===== config.mk =====
export PLATFORM = sky130hd
export DESIGN_NAME = uart_tx_ctrl
export DESIGN_NICKNAME = d
export VERILOG_FILES = /design/src/rtl/uart_defines.sv /design/src/rtl/uart_baud_gen.sv /design/src/rtl/uart_tx_ctrl.sv
export SDC_FILE = /design/constraint.sdc
export NUM_CORES = 1
export LEC_CHECK = 0
export BUFFER_PORTS_ARGS = -buffer_cell sky130_fd_sc_hd__buf_2
export CAP_MARGIN = 20
export CORE_UTILIZATION = 44
export CTS_BUF_LIST = sky130_fd_sc_hd__clkbuf_4
export DETAILED_ROUTE_END_ITERATION = 16
export GPL_ROUTABILITY_DRIVEN = 0
export GPL_TIMING_DRIVEN = 0
export SLEW_MARGIN = 10
export SYNTH_ARGS = -nofsm -noshare
export SYNTH_HDL_FRONTEND = slang
export SYNTH_SLANG_ARGS = --single-unit

===== constraint.sdc =====
create_clock -name clk -period 2.7 [get_ports clk]
set_input_delay 0 -clock clk [delete_from_list [all_inputs] [get_ports clk]]
set_output_delay 0 -clock clk [all_outputs]
set_load 0.05 [all_outputs]

===== src/rtl/uart_defines.sv =====
// uart_defines: register map, STATUS/IRQCTRL bit positions and TX FIFO
// constants shared by the UART TX controller files.
package uart_defines;

  localparam logic [3:0] ADDR_TXDATA  = 4'h0;
  localparam logic [3:0] ADDR_STATUS  = 4'h4;
  localparam logic [3:0] ADDR_BAUDDIV = 4'h8;
  localparam logic [3:0] ADDR_IRQCTRL = 4'hC;

  localparam int ST_EMPTY   = 0;
  localparam int ST_FULL    = 1;
  localparam int ST_OVF     = 2;
  localparam int ST_LVL_LSB = 8;
  localparam int ST_LVL_W   = 8;

  localparam int IRQ_EN_BIT  = 0;
  localparam int IRQ_THR_LSB = 8;
  localparam int IRQ_THR_W   = 8;

  localparam int TXF_DEPTH = 16;
  localparam int TXF_DW    = 8;
  localparam int DIV_W     = 16;

endpackage


===== src/rtl/uart_baud_gen.sv =====
// uart_baud_gen: free-running divisor counter, one-cycle tick every
// (divisor+1) clocks; clear restarts the count from zero.
module uart_baud_gen
  import uart_defines::*;
(
  input  logic             clk,
  input  logic             rstn,
  input  logic [DIV_W-1:0] divisor,
  input  logic             clear,
  output logic             baud_tick
);

  logic [DIV_W-1:0] cnt_q, cnt_d;
  logic             tick_q, tick_d;
  logic             hit;

  assign hit = (cnt_q == divisor);

  always_comb begin
    cnt_d  = cnt_q + DIV_W'(1);
    tick_d = 1'b0;
    if (clear) begin
      cnt_d = '0;
    end else if (hit) begin
      cnt_d  = '0;
      tick_d = 1'b1;
    end
  end

  always_ff @(posedge clk) begin
    if (!rstn) begin
      cnt_q  <= '0;
      tick_q <= 1'b0;
    end else begin
      cnt_q  <= cnt_d;
      tick_q <= tick_d;
    end
  end

  assign baud_tick = tick_q;

endmodule


===== src/rtl/uart_tx_ctrl.sv =====
// uart_tx_ctrl: MMIO front end for the UART transmitter (TX FIFO, baud
// divisor). Low-water interrupt is compiled in only with UART_TX_IRQ_EN.
module uart_tx_ctrl
  import uart_defines::*;
#(
  parameter int               FIFO_DEPTH = TXF_DEPTH,
  parameter logic [DIV_W-1:0] DIV_RESET  = 16'd867
) (
  input  logic              clk,
  input  logic              rstn,
  input  logic [3:0]        mmio_addr,
  input  logic              mmio_wr,
  input  logic              mmio_rd,
  input  logic [31:0]       mmio_wdata,
  output logic [31:0]       mmio_rdata,
  output logic              baud_tick,
  output logic [TXF_DW-1:0] tx_data,
  output logic              tx_valid,
  input  logic              tx_ready,
  output logic              irq
);

  localparam int          AW      = $clog2(FIFO_DEPTH);
  localparam logic [AW:0] PTR_ONE = (AW+1)'(1);

  logic [TXF_DW-1:0]   mem_q [FIFO_DEPTH];
  logic [AW:0]         wptr_q, wptr_d;
  logic [AW:0]         rptr_q, rptr_d;
  logic [AW:0]         level;
  logic [ST_LVL_W-1:0] lvl8;
  logic                ovf_q, ovf_d;
  logic [DIV_W-1:0]    div_q, div_d;
  logic [31:0]         rdata_q, rdata_d;
  logic [31:0]         status;
  logic [31:0]         irqctrl;
  logic                empty, full;
  logic                wr_tx, wr_st, wr_div;
  logic                push, pop;
  logic                unused_w;

  assign unused_w = ^mmio_wdata[31:16];

  assign level = wptr_q - rptr_q;
  assign lvl8  = ST_LVL_W'(level);
  assign empty = (wptr_q == rptr_q);
  assign full  = (wptr_q[AW] != rptr_q[AW]) &&
                 (wptr_q[AW-1:0] == rptr_q[AW-1:0]);

  assign wr_tx  = mmio_wr && (mmio_addr == ADDR_TXDATA);
  assign wr_st  = mmio_wr && (mmio_addr == ADDR_STATUS);
  assign wr_div = mmio_wr && (mmio_addr == ADDR_BAUDDIV);

  // Full is judged on the pre-cycle state, so a same-cycle pop never rescues a push.
  assign push = wr_tx && !full;
  assign pop  = tx_valid && tx_ready;

  assign tx_valid = !empty;
  assign tx_data  = mem_q[rptr_q[AW-1:0]];

  always_comb begin
    status                            = '0;
    status[ST_EMPTY]                  = empty;
    status[ST_FULL]                   = full;
    status[ST_OVF]                    = ovf_q;
    status[ST_LVL_LSB +: ST_LVL_W]    = lvl8;
  end

  always_comb begin
    wptr_d  = push ? wptr_q + PTR_ONE : wptr_q;
    rptr_d  = pop  ? rptr_q + PTR_ONE : rptr_q;
    div_d   = wr_div ? mmio_wdata[DIV_W-1:0] : div_q;
    ovf_d   = ovf_q;
    if (wr_st && mmio_wdata[ST_OVF]) ovf_d = 1'b0;
    if (wr_tx && full)               ovf_d = 1'b1;
    rdata_d = rdata_q;
    if (mmio_rd) begin
      case (mmio_addr)
        ADDR_STATUS:  rdata_d = status;
        ADDR_BAUDDIV: rdata_d = {16'b0, div_q};
        ADDR_IRQCTRL: rdata_d = irqctrl;
        default:      rdata_d = '0;
      endcase
    end
  end

  always_ff @(posedge clk) begin
    if (push) mem_q[wptr_q[AW-1:0]] <= mmio_wdata[TXF_DW-1:0];
  end

  always_ff @(posedge clk) begin
    if (!rstn) begin
      wptr_q  <= '0;
      rptr_q  <= '0;
      ovf_q   <= 1'b0;
      div_q   <= DIV_RESET;
      rdata_q <= '0;
    end else begin
      wptr_q  <= wptr_d;
      rptr_q  <= rptr_d;
      ovf_q   <= ovf_d;
      div_q   <= div_d;
      rdata_q <= rdata_d;
    end
  end

  assign mmio_rdata = rdata_q;

`ifdef UART_TX_IRQ_EN
  logic                 irq_en_q;
  logic [IRQ_THR_W-1:0] thr_q;
  logic                 irq_q;
  logic                 wr_irq;

  assign wr_irq = mmio_wr && (mmio_addr == ADDR_IRQCTRL);

  always_comb begin
    irqctrl                            = '0;
    irqctrl[IRQ_EN_BIT]                = irq_en_q;
    irqctrl[IRQ_THR_LSB +: IRQ_THR_W]  = thr_q;
  end

  always_ff @(posedge clk) begin
    if (!rstn) begin
      irq_en_q <= 1'b0;
      thr_q    <= '0;
      irq_q    <= 1'b0;
    end else begin
      if (wr_irq) begin
        irq_en_q <= mmio_wdata[IRQ_EN_BIT];
        thr_q    <= mmio_wdata[IRQ_THR_LSB +: IRQ_THR_W];
      end
      irq_q <= irq_en_q && (lvl8 <= thr_q);
    end
  end

  assign irq = irq_q;
`else
  assign irqctrl = '0;
  assign irq     = 1'b0;
`endif

  uart_baud_gen u_baud (
    .clk       (clk),
    .rstn      (rstn),
    .divisor   (div_q),
    .clear     (wr_div),
    .baud_tick (baud_tick)
  );

endmodule

# Word level (Yosys, flattened, before mapping)
# Memory sizes are Yosys's and may differ from the RTL's. A register that Yosys moved wholly into a read port is not among the register bits.
# Index checks and enable logic that the tools add are counted.
# W data, S select, Z words.
# op_classes
n_eq_ne	6
n_reduce_logical	14
n_bitwise	1
mux	8
addsub	4
# op_table
op	n
$pmux W16 S2	1
$add A16 B1 Y16 const B	1
$eq A16 B16 Y1	1
$add A5 B1 Y5 const B	2
$logic_and A1 B1 Y1	8
$mux W4	2
$eq A5 B5 Y1	1
$mux W1	5
$sub A5 B5 Y5	1
$eq A4 B3 Y1 const B	1
$eq A4 B4 Y1	1
$eq A4 B4 Y1 const B	1
$logic_not A4 Y1	1
$reduce_or A3 Y1	1
$logic_not A1 Y1	2
$reduce_bool A2 Y1	1
$reduce_or A2 Y1	1
$ne A1 B1 Y1	1
$not A1 Y1	1
# totals
output_inout_bits	43
word_cells	41
ramBits	128
in_bits	41
ff_bits	76
n_memories	1
# mem_list
name	depth	word_bits	rd	rd_clocked_by_memory_dff	wr	line	text
mem_q	16	8	1	1	1	uart_tx_ctrl.sv:26	logic [TXF_DW-1:0] mem_q [FIFO_DEPTH];

# Longest topological paths before layout
# depth
depth_word	6
ltp_mapped	7
mapped_depth_nobuf	7

# By module
# Synthesis repeated with hierarchy kept, for this count alone.
# unflattened
hier_cells	581
area_unflattened_um2	8277.9
# modules_own_cells
mod	instances	area_per_inst_um2	seq_area_each_um2	cells_per_inst
uart_tx_ctrl	1	7335.8	4784.6	477
uart_baud_gen	1	942.2	340.3	104

# Least setup slack after synthesis
# OpenSTA, ideal clock, no wires.
# synth_path
path_type	flip-flop to flip-flop
startpoint	reg wptr_q[0]
endpoint	mem mem_q[4][0] (enable)
path_buffers	1
required_ps	2368
arrival_ps	1891
period_less_slack_ps	2223
setup_time_ps	332
stages_incl_launch_ff	7
setup_slack_ps	477
path_cell_list	dfxtp_1 > inv_1 > ha_1 > and4_1 > a211oi_4 > buf_4 > and3_1
# synth_between
elab_chain_len	6
# synth_lines
item	line	text
from (decl)	uart_tx_ctrl.sv:27	logic [AW:0] wptr_q, wptr_d;
from (signal assigned)	uart_tx_ctrl.sv:98	wptr_q <= wptr_d;
$eq A4 B4 Y1	uart_tx_ctrl.sv:47	(wptr_q[AW-1:0] == rptr_q[AW-1:0]);
$logic_and A1 B1 Y1	uart_tx_ctrl.sv:46	assign full = (wptr_q[AW] != rptr_q[AW]) &&
$logic_not A1 Y1	uart_tx_ctrl.sv:54	assign push = wr_tx && !full;
$logic_and A1 B1 Y1	uart_tx_ctrl.sv:54	
$mux W1	uart_tx_ctrl.sv:87	if (push) mem_q[wptr_q[AW-1:0]] <= mmio_wdata[TXF_DW-1:0];
$mux W1 (implied by the code)	uart_tx_ctrl.sv:87	
to (decl)	uart_tx_ctrl.sv:26	
# Several ways; a longest one is shown, not always the timed one.

==> summary.txt <==
Job
  • # Max-Cap Violations: 0

Global routing
  • Initial antenna violation count: 1
  • Met3 Resource Use GR: 0.0386
  • GRT overflow: 0
  • GRT met2 Usage: 0.313
  • Met1 GRT Util: 0.257
  • First-pass GRT wire length: ~26000 um
  • GRT Util Overall: 0.191
  • GRT Max-Usage Layer: met2
  • Vias in the first global route: 4948
  • Largest net degree at the start of global routing: 20

Clock tree
  • Skew-Pair Late Insertion Delay: between 0.5 and 0.6 ns
  • Post-CTS Setup Inserts: 0
  • Clock transition at path regs: ~0.16 ns
  • Clock Path Buffers: 2
  • H-tree depth: 4
  • TritonCTS clock tree: yes
  • CTS sink count: roughly 190
  • Root Buffer: clkbuf_4
  • TritonCTS Buffers: 17

Route
  • DR WL/cell: 18.5 um
  • Pre-antenna DRT Iters: 5
  • 1st-iter DRT viols: ~260
  • Vias per cell: between 5 and 6
  • DR DRC count: 0
  • Via count: 4885
  • Antenna Nets Post-Route: 0
  • WL final: roughly 17000 um

STA
  • Worst rel slew slack: 0.490
  • Worst slew pin tran: 0.765 ns
  • Setup tns final: 0 ns
  • Maximum clock frequency: 0.394 GHz
  • Final min period: 2.54 ns
  • Final setup fails: 0
  • Hold WS: between 0.15 and 0.2 ns
  • Final Worst Setup Slack: 0.163 ns
  • Hold Vio Cnt, Final: 0
  • Fin Clk Skew: 0.0250 ns
  • Max Slew Vio Count: 0
  • Fin crit share: 0.940
  • RSZ-0062 raised after global routing: no

Yosys
  • Most numerous cell in the Yosys netlist: edfxtp_1
  • FFs w/ async S/R, synth: 0
  • Top FF cell, synth: edfxtp_1
  • Synthesized flop and latch total: around 190
  • Post-Syn Area per Cell: about 15 um^2
  • Register area share after synthesis: 0.637
  • Mapped Area: between 0.008 and 0.009 mm^2
  • Most frequent cells after synthesis: 128 x edfxtp_1, 64 x dfxtp_1, 47 x nand2_1
  • Syn Inst Count: between 500 and 600
  • Area leader, netlist: edfxtp_1
  • Top cell type's share of synthesized area: 0.477
  • Synth warnings: 0
  • Synth unique cells: 52
  • Number of enable flip-flop cells after synthesis: 128
  • Synth area leaders: edfxtp_1 48%, dfxtp_1 16%, mux4_2 11%

Worst setup path
  • Crit path max fanout: 10
  • Crit Path Category: flip-flop to output port
  • Worst Path Arrival: 2.54 ns
  • Worst reg2reg path depth: 6
  • Critical Path Start Type: flip-flop
  • CP required: 2.70 ns
  • Critical Path End Type: output port

Place
  • HPWL after detailed placement: 12000 um
  • Placed Cells: 844
  • Pre-CTS WS: -0.000462 ns
  • Buffers on Ports: 50
  • DP Area: 0.00865 mm^2

Final layout
  • Non-Filler Instances: 915
  • Layout area overhead: 16.6%
  • Final instance area: 0.00939 mm^2
  • # nets final: 724
  • Post-layout util: 0.522
  • Layout cells sized above 1: 0.254

Floorplan
  • Die area: 0.0188 mm^2
  • Die Y: ~140 um
  • Width of the die: 137 um
  • Site row count: 49
  • # IOs: 84
  • Initial Util: 0.448
  • Core area: 0.0180 mm^2

Power
  • Maximum vdd drop: 0.000271 V
  • Leak: about 3.2 nW
  • Total Power: ~5.1 mW
  • Comb pwr share: 0.071
  • PwrDens: between 500 and 600 mW/mm^2
  • P_int: 3.78 mW
  • Switch share: 0.257
  • Seq pwr share: 0.621
  • Sw Pwr: roughly 1.3 mW
  • Clock power share: 0.308

Worst hold path
  • Hold Crit Depth: 4
  • Worst min path class: input port to flip-flop

Outcome
  • Status: finished, final reports clean
power groups by stage:
stage | sequential (mW) | combinational (mW) | clock (mW)
global route | 3.17 | 0.387 | 1.72
detailed placement | 3.23 | 0.329 | 0
finish | 3.16 | 0.360 | 1.57
floorplan | 3.25 | 0.207 | 0
global placement | 3.23 | 0.323 | 0
CTS | 3.16 | 0.360 | 1.60
timing repair:
action | CTS | global route
gates resized for setup | 8 | 12
hold buffers | 39 | 0
setup endpoints to repair | 28 | 69
gates cloned | 0 | 0
hold endpoints to repair | 173 | 0
routing by layer:
layer / up-vias / part of all wire
met2: 104 / 0.50
met3: 7 / 0.048
met5: - / 0
met4: 0 / 0.0070
met1: 2469 / 0.45
li1: 2305 / -
cell usage in the layout, fill, tap and decap left out, types with 3 or more instances in the layout:
cell type and n:
nand4_1 8, nand2b_1 8, a211oi_1 9, nor2b_1 5, a21oi_1 23, xor2_1 8
dfxtp_1 63, buf_2 57, clkbuf_1 8, dlygate4sd3_1 39, o21a_1 3, buf_4 18
clkinv_4 4, nor3_1 14, mux4_2 40, o211ai_1 3, o21ai_0 7, and3_2 10
inv_8 3, ha_1 10, and2_1 3, xnor2_1 26, edfxtp_1 128, clkinv_8 3
buf_1 4, nand3_1 19, conb_1 17, and3_1 5, inv_1 6, nor2_1 19
clkbuf_4 17, nand2_1 47, or3_1 4, and4_1 3, buf_6 3
state kept, by name (all words and copies together), names as in the netlist, named ones only:
register,flops
mem_q,128
div_q,16
mmio_rdata,16
u_baud.cnt_q,16
rptr_q,5
wptr_q,5
ovf_q,1
u_baud.baud_tick,1
cell families (layout without fill, tap and decap cells):
kind of cell	after synthesis	count (layout)	share of synthesized area
multiplexers	42	42	0.114
buffers and inverters	49	169	0.0333
AO/OA/AOI/OAI	58	58	0.0482
AND/OR/NAND/NOR	161	161	0.110
XOR/XNOR	35	35	0.0390
other	1	18	0.000466
adder cells (fa/ha/maj)	11	11	0.0180
flip-flops	192	192	0.637
worst max-delay path, cell delays in order (launching register included):
cell	delay [ns]
dfxtp_4	0.45
buf_6	0.21
mux4_2	0.54
mux4_2	0.52
buf_2	0.24
cell type report:
class | instances | area (um^2)
fill | 1544 | 8580
sequential | 192 | 5130
multi-input combinational | 324 | 2740
timing repair buffer | 89 | 641
tap | 229 | 287
buffer | 40 | 249
clock inverter | 15 | 176
clock buffer | 17 | 128
inverter | 8 | 30.0
antenna | 1 | 2.50
final timing paths:
check,start,end,slack [ns]
worst max-delay path,flip-flop,tx_data[1],0.16
worst min-delay path,mmio_wdata[12],div_q[12],0.20
worst max register to register,wptr_q[0],mem_q[2][5],0.18
worst min register to register,mmio_rdata[15],mmio_rdata[15],0.48
No activity file was read; power rests on OpenSTA's default activity.
